### config.mk
export PLATFORM = sky130hd
export DESIGN_NAME = mem_arbiter
export DESIGN_NICKNAME = d
export VERILOG_FILES = /design/src/rtl/mem_pkg.sv /design/src/rtl/mem_arbiter_lane_align.sv /design/src/rtl/mem_arbiter.sv
export SDC_FILE = /design/constraint.sdc
export NUM_CORES = 1
export LEC_CHECK = 0
export CAP_MARGIN = 20
export CORE_MARGIN = 4
export CORE_UTILIZATION = 30
export CTS_CLUSTER_DIAMETER = 30
export CTS_CLUSTER_SIZE = 30
export DETAILED_ROUTE_END_ITERATION = 12
export HOLD_SLACK_MARGIN = 0.15
export PLACE_DENSITY = 0.61
export SETUP_SLACK_MARGIN = 0.4
export SYNTH_ARGS = -nofsm -noshare
export SYNTH_HDL_FRONTEND = slang
export SYNTH_SLANG_ARGS = --single-unit
export TNS_END_PERCENT = 100
### constraint.sdc
create_clock -name clk -period 2.8 [get_ports clk]
set_clock_uncertainty 0.1 [all_clocks]
set_input_delay 0.28 -clock clk [delete_from_list [all_inputs] [get_ports clk]]
set_output_delay 0.28 -clock clk [all_outputs]
set_load 0.01 [all_outputs]
### src/rtl/mem_pkg.sv
// Shared types and helpers for the memory arbiter and its lane steering logic.
package mem_pkg;

  typedef enum logic [1:0] {
    IDLE   = 2'd0,
    ACCESS = 2'd1,
    RESP   = 2'd2
  } arb_state_t;

  typedef enum logic {
    OWN_CPU = 1'b0,
    OWN_DBG = 1'b1
  } owner_t;

  // Bit positions inside the one-hot CPU access-size field; all-zero means word.
  localparam int SZ_LB  = 3;
  localparam int SZ_LBU = 2;
  localparam int SZ_LH  = 1;
  localparam int SZ_LHU = 0;

  function automatic logic size_is_byte(input logic [3:0] size);
    return size[SZ_LB] | size[SZ_LBU];
  endfunction

  function automatic logic size_is_half(input logic [3:0] size);
    return size[SZ_LH] | size[SZ_LHU];
  endfunction

endpackage

### src/rtl/mem_arbiter_lane_align.sv
// Byte-lane steering: store-data replication with byte enables, and
// load-data shift with sign/zero extension for sub-word accesses.
module lane_align
  import mem_pkg::*;
(
  input  logic [3:0]  size_i,
  input  logic [1:0]  addr_lo_i,
  input  logic [31:0] wdata_i,
  input  logic [31:0] rdata_i,
  output logic [3:0]  be_o,
  output logic [31:0] wdata_o,
  output logic [31:0] rdata_o
);

  logic [31:0] shifted;

  // Bring the addressed byte/halfword down to bit 0.
  assign shifted = rdata_i >> {addr_lo_i, 3'b000};

  // Store side: replicate the low-aligned data onto every lane the size can hit.
  always_comb begin
    be_o    = 4'hF;
    wdata_o = wdata_i;
    if (size_is_byte(size_i)) begin
      be_o    = 4'b0001 << addr_lo_i;
      wdata_o = {4{wdata_i[7:0]}};
    end else if (size_is_half(size_i)) begin
      be_o    = 4'b0011 << addr_lo_i;
      wdata_o = {2{wdata_i[15:0]}};
    end
  end

  // Load side: extend the shifted data according to the signedness of the size.
  always_comb begin
    rdata_o = shifted;
    if (size_i[SZ_LB]) begin
      rdata_o = {{24{shifted[7]}}, shifted[7:0]};
    end else if (size_i[SZ_LBU]) begin
      rdata_o = {24'h0, shifted[7:0]};
    end else if (size_i[SZ_LH]) begin
      rdata_o = {{16{shifted[15]}}, shifted[15:0]};
    end else if (size_i[SZ_LHU]) begin
      rdata_o = {16'h0, shifted[15:0]};
    end
  end

endmodule

### src/rtl/mem_arbiter.sv
// Single-port memory arbiter between the CPU control sequencer and the debug
// loader port: round-robin grant on contention, programmable wait states,
// sub-word lane steering and CPU range/alignment fault reporting.
module mem_arbiter
  import mem_pkg::*;
#(
  parameter int unsigned WAIT_STATES = 1,
  parameter logic [31:0] ADDR_LIMIT  = 32'h80000
) (
  input  logic        clk,
  input  logic        reset,
  input  logic        cpu_req,
  input  logic        cpu_we,
  input  logic [3:0]  cpu_size,
  input  logic [31:0] cpu_addr,
  input  logic [31:0] cpu_wdata,
  output logic [31:0] cpu_rdata,
  output logic        cpu_ready,
  output logic        cpu_fault,
  input  logic        dbg_req,
  input  logic        dbg_we,
  input  logic [31:0] dbg_addr,
  input  logic [31:0] dbg_wdata,
  output logic [31:0] dbg_rdata,
  output logic        dbg_ready,
  output logic        mem_en,
  output logic        mem_we,
  output logic [3:0]  mem_be,
  output logic [31:0] mem_addr,
  output logic [31:0] mem_wdata,
  input  logic [31:0] mem_rdata
);

  localparam logic [3:0] WAIT_CNT = 4'(WAIT_STATES);

  arb_state_t  state_q, state_d;
  owner_t      owner_q, owner_d;
  owner_t      last_grant_q, last_grant_d;
  owner_t      grant;
  logic        we_q, we_d;
  logic        fault_q, fault_d;
  logic [3:0]  size_q, size_d;
  logic [3:0]  cnt_q, cnt_d;
  logic [31:0] addr_q, addr_d;
  logic [31:0] wdata_q, wdata_d;
  logic [31:0] cpu_rdata_q, cpu_rdata_d;
  logic [31:0] dbg_rdata_q, dbg_rdata_d;

  logic        cpu_bad;
  logic [3:0]  lane_be;
  logic [31:0] lane_wdata;
  logic [31:0] lane_rdata;
  logic        unused_dbg_lo;

  // Debug accesses are word-only, so its low address bits carry no meaning.
  assign unused_dbg_lo = ^dbg_addr[1:0];

  // Out-of-range or misaligned CPU requests are answered without touching RAM.
  assign cpu_bad = (cpu_addr > ADDR_LIMIT)
                || ((cpu_size == 4'b0000) && (cpu_addr[1:0] != 2'b00))
                || (size_is_half(cpu_size) && cpu_addr[0]);

  lane_align u_lane_align (
    .size_i    (size_q),
    .addr_lo_i (addr_q[1:0]),
    .wdata_i   (wdata_q),
    .rdata_i   (mem_rdata),
    .be_o      (lane_be),
    .wdata_o   (lane_wdata),
    .rdata_o   (lane_rdata)
  );

  // Pick a requester; on a tie the one that did not win last time goes first.
  always_comb begin
    grant = OWN_CPU;
    if (cpu_req && dbg_req) begin
      grant = (last_grant_q == OWN_CPU) ? OWN_DBG : OWN_CPU;
    end else if (dbg_req) begin
      grant = OWN_DBG;
    end
  end

  // Next-state logic: latch the granted request, count wait states, respond.
  always_comb begin
    state_d      = state_q;
    owner_d      = owner_q;
    last_grant_d = last_grant_q;
    we_d         = we_q;
    fault_d      = fault_q;
    size_d       = size_q;
    cnt_d        = cnt_q;
    addr_d       = addr_q;
    wdata_d      = wdata_q;
    cpu_rdata_d  = cpu_rdata_q;
    dbg_rdata_d  = dbg_rdata_q;
    case (state_q)
      IDLE: begin
        if (cpu_req || dbg_req) begin
          owner_d = grant;
          cnt_d   = WAIT_CNT;
          if (grant == OWN_CPU) begin
            we_d    = cpu_we;
            size_d  = cpu_size;
            addr_d  = cpu_addr;
            wdata_d = cpu_wdata;
            fault_d = cpu_bad;
          end else begin
            we_d    = dbg_we;
            size_d  = 4'b0000;
            addr_d  = {dbg_addr[31:2], 2'b00};
            wdata_d = dbg_wdata;
            fault_d = 1'b0;
          end
          if ((grant == OWN_CPU) && cpu_bad) begin
            state_d     = RESP;
            cpu_rdata_d = 32'h0;
          end else begin
            state_d = ACCESS;
          end
        end
      end
      ACCESS: begin
        if (cnt_q == 4'd0) begin
          state_d = RESP;
          if (!we_q) begin
            if (owner_q == OWN_CPU) begin
              cpu_rdata_d = lane_rdata;
            end else begin
              dbg_rdata_d = mem_rdata;
            end
          end
        end else begin
          cnt_d = cnt_q - 4'd1;
        end
      end
      RESP: begin
        last_grant_d = owner_q;
        state_d      = IDLE;
      end
      default: begin
        state_d = IDLE;
      end
    endcase
  end

  // State and datapath registers with synchronous reset.
  always_ff @(posedge clk) begin
    if (reset) begin
      state_q      <= IDLE;
      owner_q      <= OWN_CPU;
      last_grant_q <= OWN_DBG;
      we_q         <= 1'b0;
      fault_q      <= 1'b0;
      size_q       <= 4'b0000;
      cnt_q        <= 4'd0;
      addr_q       <= 32'h0;
      wdata_q      <= 32'h0;
      cpu_rdata_q  <= 32'h0;
      dbg_rdata_q  <= 32'h0;
    end else begin
      state_q      <= state_d;
      owner_q      <= owner_d;
      last_grant_q <= last_grant_d;
      we_q         <= we_d;
      fault_q      <= fault_d;
      size_q       <= size_d;
      cnt_q        <= cnt_d;
      addr_q       <= addr_d;
      wdata_q      <= wdata_d;
      cpu_rdata_q  <= cpu_rdata_d;
      dbg_rdata_q  <= dbg_rdata_d;
    end
  end

  // RAM strobes are driven only while an access is in flight.
  always_comb begin
    mem_en    = 1'b0;
    mem_we    = 1'b0;
    mem_be    = 4'h0;
    mem_addr  = 32'h0;
    mem_wdata = 32'h0;
    if (state_q == ACCESS) begin
      mem_en    = 1'b1;
      mem_we    = we_q;
      mem_be    = lane_be;
      mem_addr  = {addr_q[31:2], 2'b00};
      mem_wdata = lane_wdata;
    end
  end

  assign cpu_ready = (state_q == RESP) && (owner_q == OWN_CPU);
  assign cpu_fault = cpu_ready && fault_q;
  assign dbg_ready = (state_q == RESP) && (owner_q == OWN_DBG);
  assign cpu_rdata = cpu_rdata_q;
  assign dbg_rdata = dbg_rdata_q;

endmodule

==> results of run 1 <==
==> cells in the mapped netlist, types with 10 or more instances <==
cell type / number
dfxtp_1: 142
nand2_1: 117
nor2_1: 108
a21oi_1: 84
a211oi_1: 81
mux2i_1: 71
clkbuf_1: 52
and2_1: 40
mux2_2: 23
a22oi_1: 22
nor3_1: 20
inv_1: 14
buf_2: 10
==> critical path, cell delays in order, from the launching register on <==
cell,delay [ps]
dfxtp_2,350
nor2_1,130
buf_6,160
buf_4,140
mux2_2,330
nand2_1,60
a21oi_1,60
dlygate4sd2_1,310
==> kinds of logic (layout without fill, tap and decap cells) <==
group / after synthesis / count (layout)
AOI/OAI and AO/OA: 227 / 227
muxes: 95 / 95
and+or+nand+nor: 335 / 335
buffers and inverters: 91 / 381
adders and majority gates: 5 / 5
other: 1 / 2
xor gates and xnor gates: 1 / 1
DFF: 142 / 142
==> power groups by stage <==
stage | sequential (uW) | combinational (uW) | clock [uW]
5_1_grt | 2290 | 1470 | 2730
2_1_floorplan | 2280 | 757 | 0
4_1_cts | 2270 | 1340 | 2660
6_report | 2270 | 1360 | 2600
3_5_place_dp | 2320 | 1320 | 0
3_3_place_gp | 2310 | 1310 | 0
==> final timing paths <==
kind	endpoint	slack (ps)	cells after the start
worst max-delay path	mem_wdata[27]	460	7
worst min-delay path	size_q[1]	290	2
worst max register to register	cpu_rdata[15]	470	8
worst min register to register	dbg_rdata[27]	350	2
==> routing by layer <==
metal,wire [um],part of all wire,up-vias,GRT usage
met4,169,0.0061,2,0.0367
met3,2400,0.087,15,0.0586
met5,13,0.00047,-,0
li1,-,-,3747,-
met1,11700,0.42,3434,0.235
met2,13400,0.48,270,0.338
==> state kept, by name (all words and copies together), names as in the netlist <==
register / cells
addr_q: 32
cpu_rdata: 32
dbg_rdata: 32
wdata_q: 32
cnt_q: 4
size_q: 4
state_q: 2
fault_q: 1
last_grant_q: 1
owner_q: 1
we_q: 1
==> metrics by stage <==
step	cells	area (um^2)	util	hold WS, ps	total power, uW
after global routing	1512	11600	0.480	312	6490
after CTS	1510	11500	0.475	282	6270
final	1512	11600	0.480	288	6230
after floorplan	898	7390	-	316	3030
after detailed placement	1477	10800	0.446	346	3640
after global placement	1477	10800	0.446	341	3630
==> layout make-up <==
class                           instances  area [um^2]
Clock buffer                           17          425
Clock inverter                         13          240
Fill cell                            2417        12600
Inverter                               14         55.1
Multi-Input combinational cell        665         4310
Sequential cell                       142         2850
Tap cell                              324          405
Timing Repair Buffer                  337         3360
==> repair_timing <==
action                     CTS  global route
setup endpoints to repair   77            61
gates resized for setup     60            34
pin swaps                    1             1
gates cloned                 1             0
setup buffers                2             2
==> results.md, run 1 <==
* Tmin final at 2340 ps
* RSZ-0062 raised after global routing: true
* Synthesized-area fraction occupied by and/or/nand/nor cells at 0.209
* Starting Density at 0.305
* Post-synth EDFFs at 0
* CTS Buf Count at 17
* Nets@finish at 1352
* CP arrival at 1960 ps
* Int Pwr at 4500 uW
* Initial antenna violation count at 1
* Total GRT Usage at 0.193
* Post-cts hold buffer count at 0
* Port buffer count at 302
* Avg WL per Cell at 18.3 um
* Ys Warns at 0
* Final setup viols at 0
* Setup CP Type: flip-flop to primary output
* Synth unique cells at 50
* Post-synthesis mux area share at 0.134
* Final setup TNS at 0 ps
* Final count of hold timing violations at 0
* Slew Limit Fails at 0
* Sequential share of power at 0.365
* Clk pwr share at 0.418
* Die width at 165 um
* # Max-Cap Violations at 0
* CTS H-Tree Depth at 4
* Core area at 24200 um^2
* TritonCTS clock tree: done
* CTS max path bufs at 2
* P_leak at 0.00451 uW
* Cell taking the most area after synthesis: dfxtp_1
* Adder-cell share of the synthesized area at 0.00847
* Rel. slew slack at 0.524
* Vias/cell at 4.94
* Critical Path Sink Type: primary output
* RePlAce Congestion at 0.781
* Xor-xnor portion of the synthesized cell area at 0.00119
* Vias in the first global route at 6964
* Main synth FF type: dfxtp_1
* Die Ht at 165 um
* Syn Area/Cell at 8.23 um^2
* First-pass GRT wire length at 40.2 mm
* Die area at 27200 um^2
* Maximum vdd ir drop at 0.357 mV
* Critical Path RT at 2420 ps
* Fraction of registers with async set or reset after synthesis at 0
* Row count at 57
* Critical Path Start: size_q[0]
* Largest net degree at the start of global routing at 130
* Clk slew on worst S/H paths at 60 ps
* Top cell type's share of synthesized area at 0.385
* Synthesized area at 7390 um^2
* Compound-Gate Fraction of Synth Area at 0.209
* Gate Count Post-Synth at 897
* Layout area overhead at 57.6%
* Origin of the critical flop-to-flop path: cnt_q[0]
* Comb pwr share at 0.218
* Remaining DRCs at 0
* Gr ovfl total at 0
* Worst-margin pin slew at 713 ps
* Commonest non-fill, non-tap cell in the layout: clkdlybuf4s50_1
* Final period util at 0.836
* Main combinational cell family by area after synthesis: simple AND/OR/NAND/NOR gates
* Final wirelength at 27.7 mm
* Most frequent cells in the layout: 249 x clkdlybuf4s50_1, 136 x dfxtp_1, 114 x nand2_1
* Sequential fraction of the synthesis area at 0.385
* DR iter-0 viols at 445
* Switch Pwr at 1730 uW
* DRT Pass-1 Iters at 4
* Via count at 7468
* DP HPWL at 20.3 mm
* Max Clk Rate at 427 MHz
* Switching share of power at 0.278
* Status: finished clean
* Layout cell share with drive strength beyond 1 at 0.112
* Final setup margin at 458 ps
* CP Launch Type: flip-flop
* Worst slack at placement at 217 ps
* Register bit count reported by yosys at 142
* Largest fanout on the critical path at 7
* Min-delay src: reset
* N_diodes at 0
* Largest cells by area after synthesis: dfxtp_1 38%, mux2i_1 9.6%, a211oi_1 8.2%
* Detail Route Antenna Nets at 0
* Worst min path class: input port to flip-flop
* CTS root buf: clkbuf_16
* IO Pins at 307
* PD cells at 535 nW/um^2
* Sink Count at 142
* Worst-skew pair later-pin latency at 420 ps
No activity file was read; power rests on OpenSTA's default activity.
==> run 2, diff against run 1 <==
--- a/config.mk
+++ b/config.mk
@@ -12,7 +12,7 @@
 export CTS_CLUSTER_SIZE = 30
 export DETAILED_ROUTE_END_ITERATION = 12
 export HOLD_SLACK_MARGIN = 0.15
-export PLACE_DENSITY = 0.61
+export PLACE_DENSITY = 0.63
 export SETUP_SLACK_MARGIN = 0.4
 export SYNTH_ARGS = -nofsm -noshare
 export SYNTH_HDL_FRONTEND = slang
==> constraint.sdc (replaced) <==
create_clock -name clk -period 2.05 [get_ports clk]
set_clock_uncertainty 0.1 [all_clocks]
set_input_delay 0.205 -clock clk [delete_from_list [all_inputs] [get_ports clk]]
set_output_delay 0.205 -clock clk [all_outputs]
set_load 0.01 [all_outputs]
==> run 2 against run 1 <==
Net effect:
- the run now ends with setup timing left
- cell area grew 18%
- sequential share of layout area shrank 3.7 points
- worst hold slack lost 97 ps
- via count grew 12%
- highest routed layer is now met4
- register-to-register slack lost 630 ps
- non-clock buffer count grew 118
- sequential power grew 38%
- wire length grew 16%
- utilization grew 8.8 points
- first-iteration DRC count grew 13%
- cell count grew 8.1%
- global-route usage grew 2.6 points
==> results.md, run 2 (same netlist as run 1, synthesis figures left out) <==
* FF-to-FF setup slack at -160 ps (-630 ps)
* Layout Utilization at 0.568 (+0.0876)
* DRT Pass-1 Iters at 5 (+1)
* Remaining DRCs at 0 (unchanged)
* Final hold slack at 192 ps (-96.6 ps)
* Die area at 27200 um^2 (unchanged)
* Worst path max stage delay at 460 ps (+110 ps)
* Flip-flop and latch area at 2860 um^2 (+0.26%)
* Slew Limit Fails at 0 (unchanged)
* Starting Density at 0.305 (unchanged)
* CTS root buf: clkbuf_16
* Total GRT Usage at 0.219 (+0.0256)
* Hold path cells at 3 (+1)
* CP bufs+invs at 2 (-1)
* Row count at 57 (unchanged)
* Avg WL per Cell at 19.7 um (+7.5%)
* Via count at 8390 (+12%)
* Detail Route Antenna Nets at 0 (unchanged)
* CP arrival at 2420 ps (+460 ps)
* Final period util at 1.08
* Final wirelength at 32.2 mm (+16%)
* Largest net degree at the start of global routing at 52 (-60%)
* R2r worst-path depth at 8 (unchanged)
* CP Launch Type: flip-flop
* Vias in the first global route at 8198 (+18%)
* Commonest non-fill, non-tap cell in the layout: clkdlybuf4s50_1
* Final setup viols at 74 (+74)
* RePlAce Congestion at 0.801 (+2.5%)
* Clk slew on worst S/H paths at 60 ps (about the same)
* Final setup margin at -164 ps (-622 ps)
* Vias/cell at 5.13 (+3.9%)
* Die width at 165 um (unchanged)
* Tmin final at 2210 ps
* Footprint of the multi-input gates at 5040 um^2 (+17%)
* First-pass GRT wire length at 46.0 mm (+14%)
* Critical Path Sink Type: flip-flop
* Core area at 24200 um^2 (unchanged)
* Pwr Total at 9320 uW (+50%)
* Post-route cell area at 13800 um^2 (+18%)
* Maximum vdd ir drop at 0.484 mV (+36%)
* Port buffer count at 302 (unchanged)
* Kind of cell adding the most delay to the critical path: simple AND/OR/NAND/NOR gates
* Layout area overhead at 86.4%
* PD cells at 677 nW/um^2 (+27%)
* Slowest CP cell: or4_4
* DP HPWL at 20.9 mm (+2.8%)
* Critical Path RT at 2250 ps (-170 ps)
* DR iter-0 viols at 501 (+13%)
* Initial antenna violation count at 2 (+1)
* TritonCTS clock tree: done
* Largest fanout on the critical path at 7 (unchanged)
* CP cell instances: inv_2, ha_4, or3b_4, or4_4, o21a_4, buf_4, a211oi_2, nor3_2
* Worst min path class: input port to flip-flop
* Layout cell share with drive strength beyond 1 at 0.355 (+0.243)
* Most frequent cells in the layout: 210 x clkdlybuf4s50_1, 134 x dfxtp_1, 93 x nand2_1
* Rel. slew slack at 0.616 (+0.0919)
* CTS Buf Count at 17 (unchanged)
* Crit path depth at 8 (+1)
* Gr ovfl total at 0 (unchanged)
* Status: finished with violations
* CTS H-Tree Depth at 4 (unchanged)
* Final count of hold timing violations at 0 (unchanged)
* Worst-skew pair later-pin latency at 420 ps (about the same)
* RSZ-0062 raised after global routing: true
* Final setup TNS at -5010 ps (-5010 ps)
* # Max-Cap Violations at 0 (unchanged)
* P_leak at 0.00537 uW (+19%)
* IO Pins at 307 (unchanged)
* Nets@finish at 1471 (+8.8%)
* Number of fill cells at 2225 (-7.9%)
* CTS max path bufs at 2 (unchanged)
* Sink Count at 142 (unchanged)
* Max Clk Rate at 452 MHz
* Worst-margin pin slew at 576 ps (-138 ps)
* Cell Area, Placed at 11400 um^2 (+5.9%)
* Setup CP Type: flip-flop to flip-flop
* Die Ht at 165 um (unchanged)
* Failing checks: setup timing
run 2: changes by cell type in the layout (fill, tap and decap cells not counted), sizes merged, moves of 3 or more:
cell | previous run | this run
buf | 36 | 217
clkdlybuf4s50 | 249 | 210
dlygate4sd2 | 39 | 20
clkbuf | 18 | 29
dlymetal6s2s | 9 | 0
bufinv | 6 | 3
run 2: routing by layer:
| layer | part of all wire | wire (um) | global-route usage |
|---|---|---|---|
| met3 | 0.083 | 2670 | 0.0674 |
| met1 | 0.41 | 13100 | 0.257 |
| met5 | 0 | 0 | 0 |
| met4 | 0.027 | 858 | 0.0745 |
| met2 | 0.48 | 15500 | 0.377 |
run 2: layout make-up:
| type | count | area share |
|---|---|---|
| multi-input combinational | 666 | 0.366 |
| antenna | 2 | 0.000364 |
| timing repair buffer | 455 | 0.349 |
| tap | 324 | 0.0294 |
| inverter | 14 | 0.00382 |
| clock buffer | 23 | 0.0333 |
| clock inverter | 9 | 0.00991 |
| sequential | 142 | 0.208 |
run 2: tightest hold or removal path: cells and delay by family:
kind,cells,cell delay (ps)
AOI/OAI and AO/OA,1,80
muxes,1,120
buffers and inverters,1,250
run 2: repair_timing:
item | in CTS | in global routing
endpoints found under the setup margin | 199 | 248
resized for setup | 422 | 158
cloned | 16 | 8
hold buffers | 1 | 0
endpoints found under the hold margin | 2 | 0
buffers inserted | 34 | 15
pin swaps | 34 | 66
run 2: report_power, final:
group          internal, uW  switching (uW)
Sequential             2960             166
Clock                  1950            1240
Combinational          1610            1390
run 2: final timing paths:
check | startpoint | to
max | cnt_q[1] | cpu_rdata[2]
min reg2reg | dbg_rdata[3] | dbg_rdata[3]
min | cpu_addr[8] | addr_q[8]
max reg2reg | cnt_q[1] | cpu_rdata[2]
run 2: stage by stage:
stage / instances / setup slack, ps
after global placement: 1527 / -244
after CTS: 1610 / -134
after detailed placement: 1527 / -306
after floorplan: 898 / -86.1
final: 1635 / -164
after global routing: 1635 / -242
==> run 3, diff against run 2 <==
--- a/config.mk
+++ b/config.mk
@@ -5,6 +5,7 @@
 export SDC_FILE = /design/constraint.sdc
 export NUM_CORES = 1
 export LEC_CHECK = 0
+export ABC_CLOCK_PERIOD_IN_PS = 2050
 export CAP_MARGIN = 20
 export CORE_MARGIN = 4
 export CORE_UTILIZATION = 30
@@ -12,7 +13,7 @@
 export CTS_CLUSTER_SIZE = 30
 export DETAILED_ROUTE_END_ITERATION = 12
 export HOLD_SLACK_MARGIN = 0.15
-export PLACE_DENSITY = 0.63
+export PLACE_DENSITY = 0.59
 export SETUP_SLACK_MARGIN = 0.4
 export SYNTH_ARGS = -nofsm -noshare
 export SYNTH_HDL_FRONTEND = slang
==> run 3 against run 2 <==
Net effect:
- the run still ends with setup timing left
- cell area is 4.9% higher
- via count is 0.48% lower
- utilization is 2.8 points higher
- fmax is 0.37% higher
- sequential share of layout area is 0.90 points lower
- critical path depth stayed put
- wire length is 2.8% higher
- sequential power hardly changed
- register-to-register slack hardly changed
- die area stayed put
- critical path type unchanged
- critical endpoint is now cpu_rdata[1]
- highest routed layer is now met5
==> results.md, run 3 (same netlist as run 1, synthesis figures left out) <==
* Status: finished with violations
* Failing checks: setup timing
* Layout area overhead at 95.5%
* DR iter-0 viols at 408 (-19%)
* Via count at 8350 (-0.48%)
* Worst-skew pair later-pin latency at 430 ps (about the same)
* Core area at 24200 um^2 (unchanged)
* Critical Path Sink Type: flip-flop
* TritonCTS clock tree: done
* Comb pwr share at 0.332 (+0.010)
* Largest fanout on the critical path at 7 (unchanged)
* Setup CP Type: flip-flop to flip-flop
* Final setup margin at -156 ps (+8.20 ps)
* Initial antenna violation count at 1 (-1)
* PD cells at 673 nW/um^2 (-0.59%)
* Tmin final at 2210 ps (-8.20 ps)
* DRT Pass-1 Iters at 5 (unchanged)
* RePlAce Congestion at 0.846 (+5.5%)
* CTS H-Tree Depth at 4 (unchanged)
* First-pass GRT wire length at 46.0 mm (about the same)
* Vias in the first global route at 8161 (-0.45%)
* Detail Route Antenna Nets at 0 (unchanged)
* Largest net degree at the start of global routing at 44 (-15%)
* Starting Density at 0.305 (unchanged)
* Worst min path class: input port to flip-flop
* Total GRT Usage at 0.221 (+0.00206)
* Switch Pwr at 2970 uW (+6.3%)
* Layout cell share with drive strength beyond 1 at 0.399 (+0.0437)
* CTS Buf Count at 17 (unchanged)
* Slew Limit Fails at 0 (unchanged)
* Clk pwr share at 0.345 (+0.002)
* DP HPWL at 21.5 mm (+2.9%)
* Flip-flop and latch area at 2870 um^2 (+0.39%)
* Final non-filler cell total at 1660 (+1.5%)
* Final count of hold timing violations at 0 (unchanged)
* Die width at 165 um (unchanged)
* Layout Utilization at 0.596 (+0.0279)
* Int Pwr at 6750 uW (+3.4%)
* Die area at 27200 um^2 (unchanged)
* Vias/cell at 5.03 (-2.0%)
* CTS max path bufs at 2 (unchanged)
* Critical Path RT at 2240 ps (about the same)
* Remaining DRCs at 0 (unchanged)
* CTS root buf: clkbuf_16
* N_diodes at 0 (-2)
* RSZ-0062 raised after global routing: true
* Footprint of the multi-input gates at 5130 um^2 (+1.7%)
* Clk slew on worst S/H paths at 70 ps (about the same)
* Max Clk Rate at 453 MHz (+0.37%)
* # Max-Cap Violations at 0 (unchanged)
* CP arrival at 2400 ps (-20 ps)
* IO Pins at 307 (unchanged)
* Sequential share of power at 0.323 (-0.012)
* Switching share of power at 0.306 (+0.00575)
* Final period util at 1.08 (-0.00400)
* Row count at 57 (unchanged)
* Port buffer count at 302 (unchanged)
* FF-to-FF setup slack at -160 ps (about the same)
* Maximum vdd ir drop at 0.359 mV (-26%)
* Final setup viols at 89 (+20%)
* P_leak at 0.00578 uW (+7.7%)
* Final wirelength at 33.1 mm (+2.8%)
* Most frequent cells in the layout: 192 x clkdlybuf4s50_1, 131 x dfxtp_1, 88 x nand2_1, 88 x nor2_1, 83 x buf_4
* CP Launch Type: flip-flop
* Nets@finish at 1498 (+1.8%)
* Worst slack at placement at -390 ps (-83.9 ps)
* Sink Count at 142 (unchanged)
* Commonest non-fill, non-tap cell in the layout: clkdlybuf4s50_1
* Die Ht at 165 um (unchanged)
* Avg WL per Cell at 19.9 um (+1.3%)
* Placed instance count at 1538 (+0.72%)
* Gr ovfl total at 0 (unchanged)
* Number of fill cells at 2137 (-4.0%)
[run 3: cell types whose count changed in the layout (fill, tap and decap cells not counted), sizes merged]
cell,before,now
buf,217,245
inv,14,19
dlymetal6s2s,0,2
clkdlybuf4s15,1,0
clkdlybuf4s50,210,192
dlygate4sd2,20,36
diode,2,0
clkbuf,29,25
clkinvlp,2,1
[run 3: path summary, 6_finish.rpt]
check	from	to	cells past startpoint
setup / recovery	cnt_q[1]	cpu_rdata[1]	8
hold / removal	cpu_addr[6]	addr_q[6]	3
setup reg to reg	cnt_q[1]	cpu_rdata[1]	8
hold reg to reg	dbg_rdata[20]	dbg_rdata[20]	2
[run 3: power by group through the flow]
stage,sequential [uW],clock (uW),combinational [uW]
global placement,3150,0,2020
CTS,3120,3410,2640
detailed placement,3160,0,2030
finish,3140,3360,3230
floorplan,3110,0,1080
global route,3160,3510,3410
[run 3: worst max-delay path, cell delays in order, from the launching register on]
cell      delay [ps]
dfxtp_2          320
inv_2             60
ha_4             130
or3b_4           370
or4_4            450
o21a_4           210
buf_12           160
a211oi_1         210
nor3_1            60
[run 3: final cells by class]
| cell class | count | share of cell area |
|---|---|---|
| tap | 324 | 0.0281 |
| inverter | 14 | 0.00399 |
| timing repair buffer | 482 | 0.371 |
| clock buffer | 19 | 0.0314 |
| clock inverter | 13 | 0.0122 |
| sequential | 142 | 0.199 |
| multi-input combinational | 666 | 0.355 |
[run 3: timing repair]
item,CTS,global route
gates cloned,16,8
endpoints found under the setup margin,163,233
setup buffers,38,27
gates resized for setup,497,180
pin swaps,52,94
hold buffers,1,0
hold endpoints to repair,2,0
[run 3: per-stage QoR]
stage                     power, uW  hold WS, ps  cell area (um^2)  setup TNS [ps]
after floorplan                4190          241              7540           -2280
after global routing          10100          185             14400          -12730
after global placement         5170          338             11500           -9110
final                          9720          167             14400           -6490
after detailed placement       5190          344             11500          -10090
after CTS                      9170          154             13300           -5080
[run 3: routing by layer]
layer | part of all wire | global-route usage | wire (um) | vias up
li1 | - | - | - | 4040
met1 | 0.40 | 0.258 | 13200 | 3939
met2 | 0.49 | 0.386 | 16300 | 317
met3 | 0.084 | 0.0706 | 2770 | 52
met4 | 0.025 | 0.0643 | 818 | 2
met5 | 0.00039 | 0 | 13 | -
